$ cat config.mk
export PLATFORM = sky130hd
export DESIGN_NAME = apbspi_spi_slave_flat
export DESIGN_NICKNAME = d
export VERILOG_FILES = /design/src/rtl/apbspi_spi_slave_if.sv /design/src/rtl/apbspi_spi_slave.sv /design/src/flat_wrapper.sv
export SDC_FILE = /design/constraint.sdc
export NUM_CORES = 1
export LEC_CHECK = 0
export ABC_AREA = 1
export CAP_MARGIN = 20
export CORE_UTILIZATION = 48
export DETAILED_ROUTE_END_ITERATION = 8
export GPL_ROUTABILITY_DRIVEN = 0
export GPL_TIMING_DRIVEN = 0
export PLACE_DENSITY_LB_ADDON = 0.12
export SYNTH_ARGS = -nofsm -noshare
export SYNTH_HDL_FRONTEND = slang
export SYNTH_SLANG_ARGS = --single-unit
$ cat constraint.sdc
create_clock -name pclk -period 1.5 [get_ports pclk]
set_input_delay 0.15 -clock pclk [delete_from_list [all_inputs] [get_ports pclk]]
set_output_delay 0.15 -clock pclk [all_outputs]
set_load 0.005 [all_outputs]
$ cat src/rtl/apbspi_spi_slave_if.sv
// ============================================================================
// Module   : apbspi_spi_slave_if
// Brief    : SPI pins plus parallel TX/RX handshake bundle for apbspi_spi_slave.
// Revision : 1.0 - initial release
// ============================================================================
`default_nettype none

interface apbspi_spi_slave_if #(
    parameter int DATA_WIDTH = 8
);
    logic                  spi_sclk;
    logic                  spi_cs_n;
    logic                  spi_mosi;
    logic                  spi_miso;
    logic                  spi_miso_oe;
    logic [DATA_WIDTH-1:0] tx_data;
    logic                  tx_valid;
    logic                  tx_ready;
    logic [DATA_WIDTH-1:0] rx_data;
    logic                  rx_valid;
    logic                  rx_ready;
    logic                  busy;
    logic                  rx_overrun;
    logic                  tx_underrun;
    logic                  err_clr;

    modport slave (
        input  spi_sclk, spi_cs_n, spi_mosi, tx_data, tx_valid, rx_ready, err_clr,
        output spi_miso, spi_miso_oe, tx_ready, rx_data, rx_valid, busy,
               rx_overrun, tx_underrun
    );

    modport master (
        output spi_sclk, spi_cs_n, spi_mosi, tx_data, tx_valid, rx_ready, err_clr,
        input  spi_miso, spi_miso_oe, tx_ready, rx_data, rx_valid, busy,
               rx_overrun, tx_underrun
    );
endinterface

`default_nettype wire

$ cat src/rtl/apbspi_spi_slave.sv
// ============================================================================
// Module   : apbspi_spi_slave
// Brief    : Oversampled mode-0 SPI slave; deserializes MOSI, serializes MISO.
// Revision : 1.0 - initial release
// ============================================================================
`default_nettype none

module apbspi_spi_slave #(
    parameter int DATA_WIDTH  = 8,
    parameter int SYNC_STAGES = 2
) (
    input  logic                 pclk,
    input  logic                 presetn,
    apbspi_spi_slave_if.slave    bus
);
    localparam int                  c_cnt_w    = $clog2(DATA_WIDTH + 1);
    localparam logic [c_cnt_w-1:0]  c_word_end = c_cnt_w'(DATA_WIDTH);
    localparam logic [c_cnt_w-1:0]  c_last_bit = c_cnt_w'(DATA_WIDTH - 1);
    localparam logic [c_cnt_w-1:0]  c_cnt_one  = c_cnt_w'(1);

    typedef enum logic [0:0] {
        ST_IDLE  = 1'b0,
        ST_SHIFT = 1'b1
    } state_t;

    state_t                  r_state_q,       w_state_d;
    logic [SYNC_STAGES-1:0]  r_sclk_sync_q,   w_sclk_sync_d;
    logic [SYNC_STAGES-1:0]  r_cs_sync_q,     w_cs_sync_d;
    logic [SYNC_STAGES-1:0]  r_mosi_sync_q,   w_mosi_sync_d;
    logic                    r_sclk_hist_q,   w_sclk_hist_d;
    logic                    r_cs_hist_q,     w_cs_hist_d;
    logic [c_cnt_w-1:0]      r_bit_cnt_q,     w_bit_cnt_d;
    // Shifters omit the bit already on the wire (TX) / not yet arrived (RX).
    logic [DATA_WIDTH-2:0]   r_tx_rem_q,      w_tx_rem_d;
    logic [DATA_WIDTH-2:0]   r_rx_shift_q,    w_rx_shift_d;
    logic [DATA_WIDTH-1:0]   r_hold_q,        w_hold_d;
    logic                    r_hold_full_q,   w_hold_full_d;
    logic                    r_miso_q,        w_miso_d;
    logic                    r_miso_oe_q,     w_miso_oe_d;
    logic [DATA_WIDTH-1:0]   r_rx_data_q,     w_rx_data_d;
    logic                    r_rx_valid_q,    w_rx_valid_d;
    logic                    r_rx_overrun_q,  w_rx_overrun_d;
    logic                    r_tx_underrun_q, w_tx_underrun_d;

    logic                    w_sclk, w_cs_n, w_mosi;
    logic                    w_sclk_rise, w_sclk_fall, w_cs_fall, w_cs_rise;
    logic [DATA_WIDTH-1:0]   w_load_word;
    logic                    w_load, w_ovr_set, w_und_set;

    assign w_sclk      = r_sclk_sync_q[SYNC_STAGES-1];
    assign w_cs_n      = r_cs_sync_q[SYNC_STAGES-1];
    assign w_mosi      = r_mosi_sync_q[SYNC_STAGES-1];
    assign w_sclk_rise = w_sclk & ~r_sclk_hist_q;
    assign w_sclk_fall = ~w_sclk & r_sclk_hist_q;
    assign w_cs_fall   = ~w_cs_n & r_cs_hist_q;
    assign w_cs_rise   = w_cs_n & ~r_cs_hist_q;
    assign w_load_word = r_hold_full_q ? r_hold_q : '0;

    always_comb begin
        w_state_d       = r_state_q;
        w_sclk_sync_d   = {r_sclk_sync_q[SYNC_STAGES-2:0], bus.spi_sclk};
        w_cs_sync_d     = {r_cs_sync_q[SYNC_STAGES-2:0],   bus.spi_cs_n};
        w_mosi_sync_d   = {r_mosi_sync_q[SYNC_STAGES-2:0], bus.spi_mosi};
        w_sclk_hist_d   = w_sclk;
        w_cs_hist_d     = w_cs_n;
        w_bit_cnt_d     = r_bit_cnt_q;
        w_tx_rem_d      = r_tx_rem_q;
        w_rx_shift_d    = r_rx_shift_q;
        w_hold_d        = r_hold_q;
        w_hold_full_d   = r_hold_full_q;
        w_miso_d        = r_miso_q;
        w_miso_oe_d     = r_miso_oe_q;
        w_rx_data_d     = r_rx_data_q;
        w_rx_valid_d    = r_rx_valid_q;
        w_rx_overrun_d  = r_rx_overrun_q;
        w_tx_underrun_d = r_tx_underrun_q;
        w_load          = 1'b0;
        w_ovr_set       = 1'b0;
        w_und_set       = 1'b0;

        if (r_rx_valid_q && bus.rx_ready) begin
            w_rx_valid_d = 1'b0;
        end

        case (r_state_q)
            ST_IDLE: begin
                if (w_cs_fall) begin
                    w_state_d   = ST_SHIFT;
                    w_load      = 1'b1;
                    w_bit_cnt_d = '0;
                    w_miso_oe_d = 1'b1;
                end
            end
            ST_SHIFT: begin
                if (w_cs_rise) begin
                    w_state_d   = ST_IDLE;
                    w_bit_cnt_d = '0;
                    w_miso_oe_d = 1'b0;
                    w_miso_d    = 1'b0;
                end else if (w_sclk_rise) begin
                    w_rx_shift_d = {r_rx_shift_q[DATA_WIDTH-3:0], w_mosi};
                    w_bit_cnt_d  = r_bit_cnt_q + c_cnt_one;
                    if (r_bit_cnt_q == c_last_bit) begin
                        if (!r_rx_valid_q || bus.rx_ready) begin
                            w_rx_data_d  = {r_rx_shift_q, w_mosi};
                            w_rx_valid_d = 1'b1;
                        end else begin
                            w_ovr_set = 1'b1;
                        end
                    end
                end else if (w_sclk_fall) begin
                    if (r_bit_cnt_q == c_word_end) begin
                        w_bit_cnt_d = '0;
                        w_load      = 1'b1;
                    end else if (r_bit_cnt_q != '0) begin
                        w_miso_d   = r_tx_rem_q[DATA_WIDTH-2];
                        w_tx_rem_d = {r_tx_rem_q[DATA_WIDTH-3:0], 1'b0};
                    end
                end
            end
            default: w_state_d = ST_IDLE;
        endcase

        if (w_load) begin
            w_tx_rem_d    = w_load_word[DATA_WIDTH-2:0];
            w_miso_d      = w_load_word[DATA_WIDTH-1];
            w_und_set     = ~r_hold_full_q;
            w_hold_full_d = 1'b0;
        end

        if (bus.tx_valid && !r_hold_full_q) begin
            w_hold_d      = bus.tx_data;
            w_hold_full_d = 1'b1;
        end

        // A same-cycle set beats the clear.
        if (bus.err_clr) begin
            w_rx_overrun_d  = 1'b0;
            w_tx_underrun_d = 1'b0;
        end
        if (w_ovr_set) w_rx_overrun_d  = 1'b1;
        if (w_und_set) w_tx_underrun_d = 1'b1;
    end

    always_ff @(posedge pclk or negedge presetn) begin
        if (!presetn) begin
            r_state_q       <= ST_IDLE;
            r_sclk_sync_q   <= '0;
            r_cs_sync_q     <= '1;
            r_mosi_sync_q   <= '0;
            r_sclk_hist_q   <= 1'b0;
            r_cs_hist_q     <= 1'b1;
            r_bit_cnt_q     <= '0;
            r_tx_rem_q      <= '0;
            r_rx_shift_q    <= '0;
            r_hold_q        <= '0;
            r_hold_full_q   <= 1'b0;
            r_miso_q        <= 1'b0;
            r_miso_oe_q     <= 1'b0;
            r_rx_data_q     <= '0;
            r_rx_valid_q    <= 1'b0;
            r_rx_overrun_q  <= 1'b0;
            r_tx_underrun_q <= 1'b0;
        end else begin
            r_state_q       <= w_state_d;
            r_sclk_sync_q   <= w_sclk_sync_d;
            r_cs_sync_q     <= w_cs_sync_d;
            r_mosi_sync_q   <= w_mosi_sync_d;
            r_sclk_hist_q   <= w_sclk_hist_d;
            r_cs_hist_q     <= w_cs_hist_d;
            r_bit_cnt_q     <= w_bit_cnt_d;
            r_tx_rem_q      <= w_tx_rem_d;
            r_rx_shift_q    <= w_rx_shift_d;
            r_hold_q        <= w_hold_d;
            r_hold_full_q   <= w_hold_full_d;
            r_miso_q        <= w_miso_d;
            r_miso_oe_q     <= w_miso_oe_d;
            r_rx_data_q     <= w_rx_data_d;
            r_rx_valid_q    <= w_rx_valid_d;
            r_rx_overrun_q  <= w_rx_overrun_d;
            r_tx_underrun_q <= w_tx_underrun_d;
        end
    end

    assign bus.spi_miso    = r_miso_q;
    assign bus.spi_miso_oe = r_miso_oe_q;
    assign bus.tx_ready    = ~r_hold_full_q;
    assign bus.rx_data     = r_rx_data_q;
    assign bus.rx_valid    = r_rx_valid_q;
    assign bus.busy        = (r_state_q == ST_SHIFT);
    assign bus.rx_overrun  = r_rx_overrun_q;
    assign bus.tx_underrun = r_tx_underrun_q;

endmodule

`default_nettype wire

$ cat src/flat_wrapper.sv
// flat-port wrapper written by rule: the top's interface ports become plain ports
module apbspi_spi_slave_flat 
#(
    parameter int DATA_WIDTH  = 8,
    parameter int SYNC_STAGES = 2
)
  (pclk, presetn, bus_spi_sclk, bus_spi_cs_n, bus_spi_mosi, bus_tx_data, bus_tx_valid, bus_rx_ready, bus_err_clr, bus_spi_miso, bus_spi_miso_oe, bus_tx_ready, bus_rx_data, bus_rx_valid, bus_busy, bus_rx_overrun, bus_tx_underrun);
  apbspi_spi_slave_if #(.DATA_WIDTH(DATA_WIDTH)) bus_i ();
  input  logic pclk;
  input  logic presetn;
  input wire logic [$bits(bus_i.spi_sclk)-1:0] bus_spi_sclk;
  input wire logic [$bits(bus_i.spi_cs_n)-1:0] bus_spi_cs_n;
  input wire logic [$bits(bus_i.spi_mosi)-1:0] bus_spi_mosi;
  input wire logic [$bits(bus_i.tx_data)-1:0] bus_tx_data;
  input wire logic [$bits(bus_i.tx_valid)-1:0] bus_tx_valid;
  input wire logic [$bits(bus_i.rx_ready)-1:0] bus_rx_ready;
  input wire logic [$bits(bus_i.err_clr)-1:0] bus_err_clr;
  output wire logic [$bits(bus_i.spi_miso)-1:0] bus_spi_miso;
  output wire logic [$bits(bus_i.spi_miso_oe)-1:0] bus_spi_miso_oe;
  output wire logic [$bits(bus_i.tx_ready)-1:0] bus_tx_ready;
  output wire logic [$bits(bus_i.rx_data)-1:0] bus_rx_data;
  output wire logic [$bits(bus_i.rx_valid)-1:0] bus_rx_valid;
  output wire logic [$bits(bus_i.busy)-1:0] bus_busy;
  output wire logic [$bits(bus_i.rx_overrun)-1:0] bus_rx_overrun;
  output wire logic [$bits(bus_i.tx_underrun)-1:0] bus_tx_underrun;
  assign bus_i.spi_sclk = bus_spi_sclk;
  assign bus_i.spi_cs_n = bus_spi_cs_n;
  assign bus_i.spi_mosi = bus_spi_mosi;
  assign bus_i.tx_data = bus_tx_data;
  assign bus_i.tx_valid = bus_tx_valid;
  assign bus_i.rx_ready = bus_rx_ready;
  assign bus_i.err_clr = bus_err_clr;
  assign bus_spi_miso = bus_i.spi_miso;
  assign bus_spi_miso_oe = bus_i.spi_miso_oe;
  assign bus_tx_ready = bus_i.tx_ready;
  assign bus_rx_data = bus_i.rx_data;
  assign bus_rx_valid = bus_i.rx_valid;
  assign bus_busy = bus_i.busy;
  assign bus_rx_overrun = bus_i.rx_overrun;
  assign bus_tx_underrun = bus_i.tx_underrun;
  apbspi_spi_slave #(.DATA_WIDTH(DATA_WIDTH), .SYNC_STAGES(SYNC_STAGES)) u_core (.pclk(pclk), .presetn(presetn), .bus(bus_i));
endmodule
==> summary.txt, run 1 <==
run status: complete, but fails checks
violations in the final reports: setup timing
mean routed wirelength per cell: 12.56 um
die outline width: 68.49 um
area inside the core boundary: 4115 um^2
worst-case clock buffer depth: 2
Filler cells: 290
cell-internal power: 2.763 mW
global route overflow: 0
fmax: 0.6593 GHz
Clock transition at path regs: 0.09 ns
dpl hpwl: 2621 um
clock sink count: 49
Via-to-Cell Ratio: 4.886
Ports: 31
Netlist cell types: 27
Worst Skew: 0.008430 ns
IO Port Bufs: 30
post-route clock period utilization: 1.011
total power: 3.957 mW
vias in the first global route: 1,564
TritonCTS buffer count: 5
syn_area_per_cell: 9.870 um^2
register area: 1232 um^2
data arrival time of the worst path: 1.71 ns
layout cell share with drive strength beyond 1: 0.3345
maximum vdd drop: 0.8940 mV
pre-CTS worst setup slack: -0.1733 ns
worst-margin pin slew: 0.3411 ns
maximum number of pins on one net before global-route repair: 40
net count after synthesis: 233
Layout Area Growth over Synthesis: 40.68%
Yosys warnings: 0
Worst-Skew Late Latency: 0.30 ns
Cell Area, Synth: 2122 um^2
Power Dens Cells: 1326 nW/um^2
critical setup path kind: reg2reg
area used by multi-input combinational logic: 917.1 um^2
antenna violation net count after detailed routing: 0
part of the power in the clock network: 0.242
top fanout value on the critical path: 8
Post-Synthesis Cells: 215
Setup violations, final: 1
antenna violations before repair: 0
WL final: 4081 um
Antenna Cells: 0
Die Footprint: 4691 um^2
unrepaired setup endpoints after global routing: yes
library cell used as clock root buffer: sky130_fd_sc_hd__clkbuf_8
final-stage net count: 292
Lkg Pwr: 1.378 nW
Setup crit start kind: flip-flop
wire length of the first global-routing pass: 6741 um
endpoint required time on the critical path: 1.69 ns
H-tree Lvls: 2
clock tree from TritonCTS: built
drt first-iter violations: 82
number of synthesized register bits: 49
placed instance area: 2500 um^2
relative contribution of sequential cells to total power: 0.463
Max Transition Viols Final: 0
DRC violation count after routing: 0
aggregate global-route resource usage: 0.1974
Net Sw Frac: 0.3017
floorplan die height: 68.49 um
sequential share of the synthesized area: 0.5796
routed vias: 1,588
minimum period implied by the final worst setup slack: 1.517 ns
Initial Util: 0.5157
first drt pass iteration count: 4
Max transition margin: 0.7721
logic gate share of total power: 0.295
post-route cell area: 2985 um^2
std cell rows: 23
switching power of the nets: 1.194 mW
maxcap violations: 0
final hold viol count: 0
class of the tightest hold or removal check: in2async
endpoint class of the critical path: flip-flop
worst path setup slack after routing: -0.01687 ns
==> per-layer routing <==
layer,wire length (um),GRT usage,up-vias
met5,0,0,-
met4,57,0.08073,0
met3,132,0.03454,8
met2,1977,0.3235,32
met1,1914,0.2583,745
li1,-,-,803
==> kinds of logic after synthesis <==
kind of cell	Yosys count	share of synthesized area
simple gates	95	0.2081
fa+ha+maj	2	0.01179
xor+xnor	2	0.008256
compound gates	30	0.09081
mux	8	0.04245
buf+inv	29	0.05896
flops	49	0.5796
==> synthesized netlist by cell type <==
| cell type | number | area share |
|---|---|---|
| sky130_fd_sc_hd__a21oi_2 | 1 | 0.0041 |
| sky130_fd_sc_hd__or2_2 | 1 | 0.0029 |
| sky130_fd_sc_hd__mux2_2 | 8 | 0.042 |
| sky130_fd_sc_hd__a22oi_1 | 1 | 0.0035 |
| sky130_fd_sc_hd__o21ai_1 | 6 | 0.014 |
| sky130_fd_sc_hd__nor2_1 | 4 | 0.0071 |
| sky130_fd_sc_hd__o22ai_1 | 1 | 0.0029 |
| sky130_fd_sc_hd__nand2_2 | 3 | 0.0088 |
| sky130_fd_sc_hd__nor3_4 | 1 | 0.0077 |
| sky130_fd_sc_hd__nand2_1 | 67 | 0.12 |
| sky130_fd_sc_hd__dfstp_2 | 3 | 0.037 |
| sky130_fd_sc_hd__clkbuf_1 | 1 | 0.0018 |
| sky130_fd_sc_hd__buf_6 | 2 | 0.011 |
| sky130_fd_sc_hd__nand4_1 | 1 | 0.0029 |
| sky130_fd_sc_hd__nand2_4 | 3 | 0.016 |
| sky130_fd_sc_hd__inv_1 | 23 | 0.041 |
| sky130_fd_sc_hd__nor2_4 | 3 | 0.016 |
| sky130_fd_sc_hd__inv_2 | 2 | 0.0035 |
| sky130_fd_sc_hd__o21ai_2 | 7 | 0.029 |
| sky130_fd_sc_hd__dfrtp_1 | 46 | 0.54 |
| sky130_fd_sc_hd__xor2_1 | 2 | 0.0083 |
| sky130_fd_sc_hd__buf_2 | 1 | 0.0024 |
| sky130_fd_sc_hd__ha_1 | 2 | 0.012 |
| sky130_fd_sc_hd__o21bai_2 | 1 | 0.0053 |
| sky130_fd_sc_hd__o21ai_0 | 12 | 0.028 |
| sky130_fd_sc_hd__o211ai_1 | 1 | 0.0035 |
| sky130_fd_sc_hd__nand3_1 | 12 | 0.028 |
==> through the flow <==
step                      utilization  hold slack (ns)  setup TNS (ns)  instances
after detailed placement       0.6075          0.04037          -1.598        296
final                          0.7254           0.2490        -0.01687        325
after global routing           0.7254           0.2602         -0.7734        325
after CTS                      0.6887           0.2558        -0.05378        322
after global placement         0.6038           0.3317          -53.62        295
after floorplan                     -          -0.1456               0        215
==> timing repair <==
item                                    4_1_cts  5_1_grt
gates resized for setup                      19       29
hold endpoints to repair                     10        0
gates cloned                                  1        1
buffers inserted                             17        3
endpoints found under the setup margin       23       27
pin swaps                                    10       13
hold buffers                                  1        0
==> power by group through the flow <==
stage | logic [mW] | clock network, mW | registers, mW
after floorplan | 0.651 | 0 | 1.80
after global placement | 0.926 | 0 | 1.83
after detailed placement | 0.947 | 0 | 1.84
after CTS | 1.09 | 0.975 | 1.83
after global routing | 1.32 | 1.03 | 1.87
final | 1.17 | 0.957 | 1.83
==> registers in the layout, indices dropped and copies added, names as in the netlist <==
| register | count |
|---|---|
| u_core.bus.spi_miso | 1 |
| u_core.r_sclk_hist_q | 1 |
| u_core.bus.rx_data | 8 |
| u_core.bus.spi_miso_oe | 1 |
| u_core.bus.rx_valid | 1 |
| u_core.r_sclk_sync_q | 2 |
| u_core.r_hold_full_q | 1 |
| u_core.r_hold_q | 8 |
| u_core.r_rx_shift_q | 7 |
| u_core.r_cs_sync_q | 2 |
| u_core.r_cs_hist_q | 1 |
| u_core.r_mosi_sync_q | 2 |
| u_core.bus.rx_overrun | 1 |
| u_core.r_tx_rem_q | 7 |
| u_core.r_bit_cnt_q | 4 |
| u_core.bus.busy | 1 |
| u_core.bus.tx_underrun | 1 |
==> placed cells by master (no fill, tap or decap), types with 2 or more instances in the layout <==
cell type                         Yosys  layout
sky130_fd_sc_hd__nand3_4              0       3
sky130_fd_sc_hd__o21ai_1              6       6
sky130_fd_sc_hd__buf_6                2       6
sky130_fd_sc_hd__dfstp_2              3       3
sky130_fd_sc_hd__o21ai_0             12      11
sky130_fd_sc_hd__nand3_1             12       8
sky130_fd_sc_hd__nor2_1               4       4
sky130_fd_sc_hd__dfrtp_1             46      44
sky130_fd_sc_hd__o21ai_2              7       8
sky130_fd_sc_hd__inv_2                2       5
sky130_fd_sc_hd__nand2_1             67      53
sky130_fd_sc_hd__inv_1               23      20
sky130_fd_sc_hd__clkbuf_8             0       6
sky130_fd_sc_hd__nor2_4               3       3
sky130_fd_sc_hd__clkdlybuf4s50_1      0      29
sky130_fd_sc_hd__dfrtp_2              0       2
sky130_fd_sc_hd__xor2_1               2       2
sky130_fd_sc_hd__mux2_2               8       8
sky130_fd_sc_hd__buf_12               0       2
sky130_fd_sc_hd__nand2_4              3       6
sky130_fd_sc_hd__nand2_2              3      13
sky130_fd_sc_hd__buf_4                0      14
sky130_fd_sc_hd__ha_4                 0       2
==> critical path: stages, from the launching register on <==
cell	delay [ns]
sky130_fd_sc_hd__dfrtp_1	0.39
sky130_fd_sc_hd__inv_1	0.11
sky130_fd_sc_hd__ha_4	0.16
sky130_fd_sc_hd__nand3_4	0.07
sky130_fd_sc_hd__o21bai_4	0.19
sky130_fd_sc_hd__nand2_8	0.10
sky130_fd_sc_hd__buf_6	0.15
sky130_fd_sc_hd__nand2_2	0.05
sky130_fd_sc_hd__nand2_2	0.05
sky130_fd_sc_hd__nand3_1	0.07
sky130_fd_sc_hd__nand2_1	0.06
==> path summary, 6_finish.rpt <==
path / cells past startpoint / slack (ns) / endpoint / startpoint
max in group asynchronous: 3 / 0.71 / u_core.r_cs_sync_q[0]$_DFF_PN1_ / presetn
hold reg to reg: 0 / 0.35 / u_core.r_sclk_sync_q[1]$_DFF_PN0_ / u_core.r_sclk_sync_q[0]$_DFF_PN0_
min in group pclk: 1 / 0.26 / u_core.r_cs_sync_q[0]$_DFF_PN1_ / bus_spi_cs_n
setup reg to reg: 10 / -0.02 / u_core.bus.spi_miso$_DFFE_PN0P_ / u_core.r_bit_cnt_q[1]$_DFFE_PN0P_
hold / removal: 2 / 0.25 / u_core.bus.rx_data[3]$_DFFE_PN0P_ / presetn
setup / recovery: 10 / -0.02 / u_core.bus.spi_miso$_DFFE_PN0P_ / u_core.r_bit_cnt_q[1]$_DFFE_PN0P_
==> cell type report <==
type / count / share of cell area
Tap cell: 50 / 0.02096
Sequential cell: 49 / 0.4128
Buffer: 3 / 0.01048
Clock inverter: 1 / 0.01006
Inverter: 25 / 0.03143
Timing Repair Buffer: 53 / 0.1781
Multi-Input combinational cell: 137 / 0.3072
Clock buffer: 7 / 0.02892
No activity file was read; power rests on OpenSTA's default activity.
==> run 2: changes to the inputs <==
--- a/config.mk
+++ b/config.mk
@@ -12,6 +12,7 @@
 export GPL_ROUTABILITY_DRIVEN = 0
 export GPL_TIMING_DRIVEN = 0
 export PLACE_DENSITY_LB_ADDON = 0.12
+export SLEW_MARGIN = 0
 export SYNTH_ARGS = -nofsm -noshare
 export SYNTH_HDL_FRONTEND = slang
 export SYNTH_SLANG_ARGS = --single-unit
==> results of run 2 <==
Final layout, timing and power as in run 1 (identical DEF).
